<file path="config.mk">
export PLATFORM = sky130hd
export DESIGN_NAME = c4_stim_gen
export DESIGN_NICKNAME = d
export VERILOG_FILES = /design/src/rtl/c4_stim_gen.sv
export SDC_FILE = /design/constraint.sdc
export NUM_CORES = 1
export LEC_CHECK = 0
export ABC_CLOCK_PERIOD_IN_PS = 2600
export CORE_ASPECT_RATIO = 2
export CORE_MARGIN = 2
export CORE_UTILIZATION = 30
export DETAILED_ROUTE_END_ITERATION = 12
export SETUP_SLACK_MARGIN = 0.5
export SLEW_MARGIN = 20
export SYNTH_ARGS = -nofsm -noshare
export SYNTH_HDL_FRONTEND = slang
export SYNTH_SLANG_ARGS = --single-unit
</file>
<file path="constraint.sdc">
create_clock -name n_clk -period 2.6 [get_ports n_clk]
set_input_delay 0.26 -clock n_clk [delete_from_list [all_inputs] [get_ports n_clk]]
set_output_delay 0.26 -clock n_clk [all_outputs]
set_load 0.01 [all_outputs]
</file>
<file path="src/rtl/c4_stim_gen.sv">
// Serial stimulus generator for a sequence detector: replays a latched
// bit pattern with idle gaps and counts detector hits while busy.
module c4_stim_gen #(
  parameter int MAXLEN = 8,
  parameter int GAP    = 2
) (
  input  logic              n_clk,
  input  logic              rst,
  input  logic              start,
  input  logic [MAXLEN-1:0] pattern,
  input  logic [3:0]        len,
  input  logic [3:0]        reps,
  input  logic              s,
  output logic              a,
  output logic              ready,
  output logic              busy,
  output logic              done,
  output logic [7:0]        hits
);

  typedef enum logic [1:0] {
    S_IDLE,
    S_SEND,
    S_GAP,
    S_DONE
  } state_e;

  localparam logic [3:0] MAXL =
    (MAXLEN > 15) ? 4'd15 : 4'(MAXLEN);
  localparam logic [7:0] GAPM1 =
    (GAP > 0) ? 8'(GAP - 1) : 8'd0;

  state_e            state_q, state_d;
  logic [MAXLEN-1:0] pat_q, pat_d;
  logic [3:0]        len_q, len_d;
  logic [3:0]        rl_q, rl_d;
  logic [3:0]        idx_q, idx_d;
  logic [7:0]        gap_q, gap_d;
  logic              a_q, a_d;
  logic              ready_q, ready_d;
  logic              busy_q, busy_d;
  logic              done_q, done_d;
  logic [7:0]        hits_q, hits_d;
  logic              s_q;
  logic [3:0]        len_c;

  // Shift instead of a variable part-select so the index width never
  // has to match the pattern width.
  function automatic logic bit_at(
    input logic [MAXLEN-1:0] v,
    input logic [3:0]        i
  );
    logic [MAXLEN-1:0] sh;
    sh = v >> i;
    return sh[0];
  endfunction

  always_comb begin
    state_d = state_q;
    pat_d   = pat_q;
    len_d   = len_q;
    rl_d    = rl_q;
    idx_d   = idx_q;
    gap_d   = gap_q;
    a_d     = 1'b0;
    ready_d = 1'b0;
    busy_d  = 1'b0;
    done_d  = 1'b0;
    hits_d  = hits_q;
    len_c   = (len > MAXL) ? MAXL : len;
    unique case (state_q)
      S_IDLE: begin
        ready_d = 1'b1;
        if (start) begin
          pat_d   = pattern;
          len_d   = len_c;
          rl_d    = (reps == 4'd0) ? 4'd0 : reps - 4'd1;
          hits_d  = 8'd0;
          ready_d = 1'b0;
          if (len_c == 4'd0) begin
            state_d = S_DONE;
            done_d  = 1'b1;
          end else begin
            state_d = S_SEND;
            busy_d  = 1'b1;
            idx_d   = len_c - 4'd1;
            a_d     = bit_at(pattern, len_c - 4'd1);
          end
        end
      end
      S_SEND: begin
        busy_d = 1'b1;
        if (idx_q != 4'd0) begin
          idx_d = idx_q - 4'd1;
          a_d   = bit_at(pat_q, idx_q - 4'd1);
        end else if (rl_q != 4'd0) begin
          rl_d  = rl_q - 4'd1;
          idx_d = len_q - 4'd1;
          if (GAP == 0) begin
            a_d = bit_at(pat_q, len_q - 4'd1);
          end else begin
            state_d = S_GAP;
            gap_d   = GAPM1;
          end
        end else begin
          state_d = S_DONE;
          busy_d  = 1'b0;
          done_d  = 1'b1;
        end
      end
      S_GAP: begin
        busy_d = 1'b1;
        if (gap_q == 8'd0) begin
          state_d = S_SEND;
          a_d     = bit_at(pat_q, len_q - 4'd1);
        end else begin
          gap_d = gap_q - 8'd1;
        end
      end
      S_DONE: begin
        state_d = S_IDLE;
        ready_d = 1'b1;
      end
      default: state_d = S_IDLE;
    endcase
    // Rising edges of s only count while the registered busy is high.
    if (busy_q && s && !s_q && hits_q != 8'hFF)
      hits_d = hits_q + 8'd1;
  end

  always_ff @(negedge n_clk) begin
    if (rst) begin
      state_q <= S_IDLE;
      pat_q   <= '0;
      len_q   <= '0;
      rl_q    <= '0;
      idx_q   <= '0;
      gap_q   <= '0;
      a_q     <= 1'b0;
      ready_q <= 1'b1;
      busy_q  <= 1'b0;
      done_q  <= 1'b0;
      hits_q  <= '0;
      s_q     <= 1'b0;
    end else begin
      state_q <= state_d;
      pat_q   <= pat_d;
      len_q   <= len_d;
      rl_q    <= rl_d;
      idx_q   <= idx_d;
      gap_q   <= gap_d;
      a_q     <= a_d;
      ready_q <= ready_d;
      busy_q  <= busy_d;
      done_q  <= done_d;
      hits_q  <= hits_d;
      s_q     <= s;
    end
  end

  assign a     = a_q;
  assign ready = ready_q;
  assign busy  = busy_q;
  assign done  = done_q;
  assign hits  = hits_q;

endmodule
</file>
Word-level counts from Yosys, hierarchy flattened
Index checks and enable logic that the tools add are counted.

$add $sub $neg: 7. $lt $le $gt $ge: 1. Equal/unequal tests: 11. Shift-type cells: 3. Multiplexer cells: 41. Reductions and logical operators: 20.

Operators with widths (count): $mux W8 (6); $mux W4 (9); $shr A8 B4 Y1 (3); $sub A4 B1 Y4 const B (5); $pmux W4 S2 (2); $pmux W8 S2 (1); $mux W1 (14); $ne A2 B2 Y1 const B (6); $reduce_and A4 Y1 (3); $add A8 B1 Y8 const B (1); $logic_not A4 Y1 (2); $logic_not A8 Y1 (1); $mux W2 (4); $ne A8 B8 Y1 const B (1); $pmux W2 S4 (1); $reduce_bool A2 Y1 (4); $reduce_bool A4 Y1 (2); $sub A8 B1 Y8 const B (1); $pmux W1 S3 (2); $eq A2 B2 Y1 const B (2); $gt A4 B4 Y1 const B (1); $pmux W1 S2 (2); $reduce_and A2 Y1 (2); $logic_and A1 B1 Y1 (3); 5 further kinds (5).

Flip-flop bits (word level): 43. Bits of input ports: 20. Word-level logic and storage cells: 95.

Logic depth before layout (Yosys ltp)
Depth in word-level cells: 7. Gate-level depth with buffers: 8.

==> flow_summary_export.csv <==
group,metric,value,unit
power_and_ir_drop,switching_share,43.9,%
sta,setup_viol,1,
synth,syn_avg_cell_area,8.10,um2
final_layout,nFillCells,834,
grt,overflow,0,
synth,synth_fa_ha_area_share,5.48,%
sta,tns,-0.0836,ns
worst_setup_path,crit_top_cell,"inv_2",
synth,ys.flop_type,"dfxtp_1",
worst_setup_path,worst_path_max_delay_cell,"mux4_2",
worst_setup_path,r2r_slack,0.54,ns
cts,holdBufCountCts,0,
synth,synthesis.nets,341,
worst_setup_path,arrival,1.62,ns
floorplan,start_util,30.5,%
final_layout,seqCellArea,873,um2
drt,drtAntennaViolNets,0,
power_and_ir_drop,fin_total_pwr,3900,uW
cts,cts_sinks,43,
placed_design,gp_congestion,0.831,
flow_run,drv_cap,0,
floorplan,die_w,68.7,um
floorplan,die_area,0.00917,mm2
placed_design,dp.cells,460,
cts,max-clock-path-buffers,2,
cts,cts-root-buf,"clkbuf_16",
final_layout,layout-drive-gt1-share,36.1,%
drt,drc,0,
grt,antenna_found_initial,0,
floorplan,fp.dieH,133,um
sta,max_slew_margin,70.4,%
run_status,violations,"negative setup slack",
worst_setup_path,path_max_fanout,3,
placed_design,dpl_cell_area,0.00324,mm2
drt,routedWlPerCell,14.5,um
synth,synth_compound_area_share,19.8,%
sta,setup_ws,-0.0836,ns
final_layout,instances_no_fill,522,
synth,yosysUniqueCellTypes,49,
synth,synth-simple-area-share,26.1,%
final_layout,n_antenna_cell,0,
sta,rsz0062_at_grt,"yes",
cts,clk_latency,0.38,ns
sta,tightestPinTransition,0.443,ns
synth,synth_area,0.00251,mm2
sta,report.final.slew_viol_count,0,
cts,htreeDepth,2,
synth,synthMuxAreaShare,5.58,%
power_and_ir_drop,vdd_drop_max,0.423,mV
worst_setup_path,crit_required,1.54,ns
power_and_ir_drop,p_leak,0.00167,uW
synth,ys_warn_count,0,
min_path,hold_path.class,"reg2reg",
grt,track_usage,17.9,%
worst_setup_path,slowest_delay,0.49,ns
final_layout,multi_input_area,0.00185,mm2
drt,wl,7.56,mm
cts,numCtsBuffers,5,
placed_design,dp_slack,-0.902,ns
worst_setup_path,cp_num_buf_inv,3,
worst_setup_path,crit_type,"in2reg",
worst_setup_path,cp-start-kind,"input port",
power_and_ir_drop,power_frac_clock,22.8,%
drt,first_pass_iters,4,
floorplan,core_area,0.00823,mm2
power_and_ir_drop,seq_power_share,24.7,%
synth,synth-xor-area-share,4.53,%
synth,synth-seq-cells,43,
floorplan,ios,32,
final_layout,fin_area,0.00393,mm2
run_status,outcome,"finished with violations",
placed_design,io_buffers,31,
placed_design,dpl.hpwl,5.27,mm
synth,synth_edf_count,0,
synth,synth_top_area_cell,"dfxtp_1",
final_layout,mostFrequentLayoutCell,"inv_1",
grt,grt_pass1_vias,2881,
grt,grt_pass1_wl,12.5,mm
drt,num_vias,2728,
synth,synth.top_cell.area_share,34.3,%
synth,synth.yosys.seq_area_share,34.3,%
floorplan,rows,47,
drt,via_per_inst,5.23,
worst_setup_path,endpoint_kind,"flip-flop",
power_and_ir_drop,power_switching,1710,uW
synth,syn_inst,310,
grt,grt_max_degree,16,
drt,drt_iter0_markers,79,
power_and_ir_drop,power.density,993,mW/mm2
cts,cts_tree,"built",
sta,skew,0.0217,ns
sta,final_hold_viol_count,0,
worst_setup_path,path_cells,"buf_8 -> nor2b_4 -> inv_2 -> ha_4 -> mux4_2 -> inv_2 -> a211oi_2 -> a211o_1",
final_layout,final_cell_mix,"inv_1, buf_4, nand2_1, dfxtp_1",
cts,cts.clk_slew.worst_paths,0.03,ns
synth,yosys-top-cells-area,"dfxtp_1, nand2_1, a21oi_1",
power_and_ir_drop,intPower,2190,uW
power_and_ir_drop,pwr-share-comb,52.5,%
final_layout,area_growth,56.5,%
synth,synth_top_family_by_area,"simple AND/OR/NAND/NOR gates",
worst_setup_path,critical_path.top_delay_family,"multiplexers",
final_layout,num-nets-final,454,
synth,ys_async_sr_fraction,0,%
==> repair_timing <==
action	CTS	global route
setup endpoints to repair	55	38
resized for setup	145	32
pin swaps	27	19
buffers inserted	7	4
gates cloned	1	0
==> metal layers <==
metal / GRT usage (%) / share of wire, % / vias up
li1: - / - / 1329
met5: 0 / 0 / -
met3: 4.39 / 2.8 / 22
met2: 33.4 / 61 / 58
met1: 15.3 / 33 / 1319
met4: 12.1 / 3.7 / 0
==> tightest hold or removal path: stages (launching register included) <==
cell and delay (ns):
dfxtp_1 0.31, nand2_1 0.05, a21oi_1 0.05
==> cells in the mapped netlist (2+ instances only) <==
cell type and instances:
mux2i_1 5, buf_1 3, clkbuf_1 9, a211o_1 2, mux4_2 3, xnor2_1 4
nor4_1 3, inv_1 16, nand3_1 20, nor3_1 11, xor2_1 9, nor2b_1 8
nor2_1 24, a31oi_1 2, nand4_1 2, ha_1 11, or3b_2 2, and2_1 2
or4_1 2, dfxtp_1 43, nand2b_1 7, o21bai_1 2, a211oi_1 11, nand2_1 39
a21oi_1 29, a2111oi_0 2, mux2_2 2, nand3b_1 2, o31ai_1 2, nor3b_1 2
o21ai_0 11, a311oi_1 3
==> final timing paths <==
check | start | endpoint | cells after the start
worst max-delay path | len[3] | a$_SDFF_NP0_ | 8
worst min-delay path | pat_q[0]$_SDFFE_NP0P_ | pat_q[0]$_SDFFE_NP0P_ | 2
worst max register to register | gap_q[3]$_SDFFE_NP0P_ | state_q[0]$_SDFFE_NP0P_ | 5
worst min register to register | pat_q[0]$_SDFFE_NP0P_ | pat_q[0]$_SDFFE_NP0P_ | 2
==> cell type report <==
type,count,area share (%)
multi-input cells,239,47.1
flip-flops and latches,43,22.2
repair buffers,76,18.3
clock inverters,46,4.65
clock buffers,5,3.18
well taps,98,3.12
inverters,15,1.43
==> per-stage QoR <==
step / utilization (%) / hold slack, ns
2_1_floorplan: - / 0.442
3_3_place_gp: 39.4 / 0.453
3_5_place_dp: 39.4 / 0.461
4_1_cts: 45.7 / 0.464
5_1_grt: 47.8 / 0.489
6_report: 47.8 / 0.464
==> power by group through the flow <==
stage / combinational [uW] / sequential, uW / clock, uW
floorplan: 1230 / 917 / 103
global placement: 1690 / 953 / 103
detailed placement: 1710 / 959 / 103
CTS: 1890 / 956 / 929
global route: 2240 / 987 / 1020
finish: 2050 / 963 / 891
==> sequential cells by signal, summed over array words and instances (netlist names), 2 cells and up <==
register  count
len_q         4
pat_q         8
hits          8
rl_q          4
gap_q         8
idx_q         4
state_q       2
==> kinds of logic after synthesis <==
| group | count (synthesis) |
|---|---|
| AOI/OAI and AO/OA | 74 |
| adders and majority gates | 11 |
| buffers and inverters | 28 |
| muxes | 10 |
| and+or+nand+nor | 131 |
| DFF | 43 |
| xor gates and xnor gates | 13 |
No activity file was read; power rests on OpenSTA's default activity.
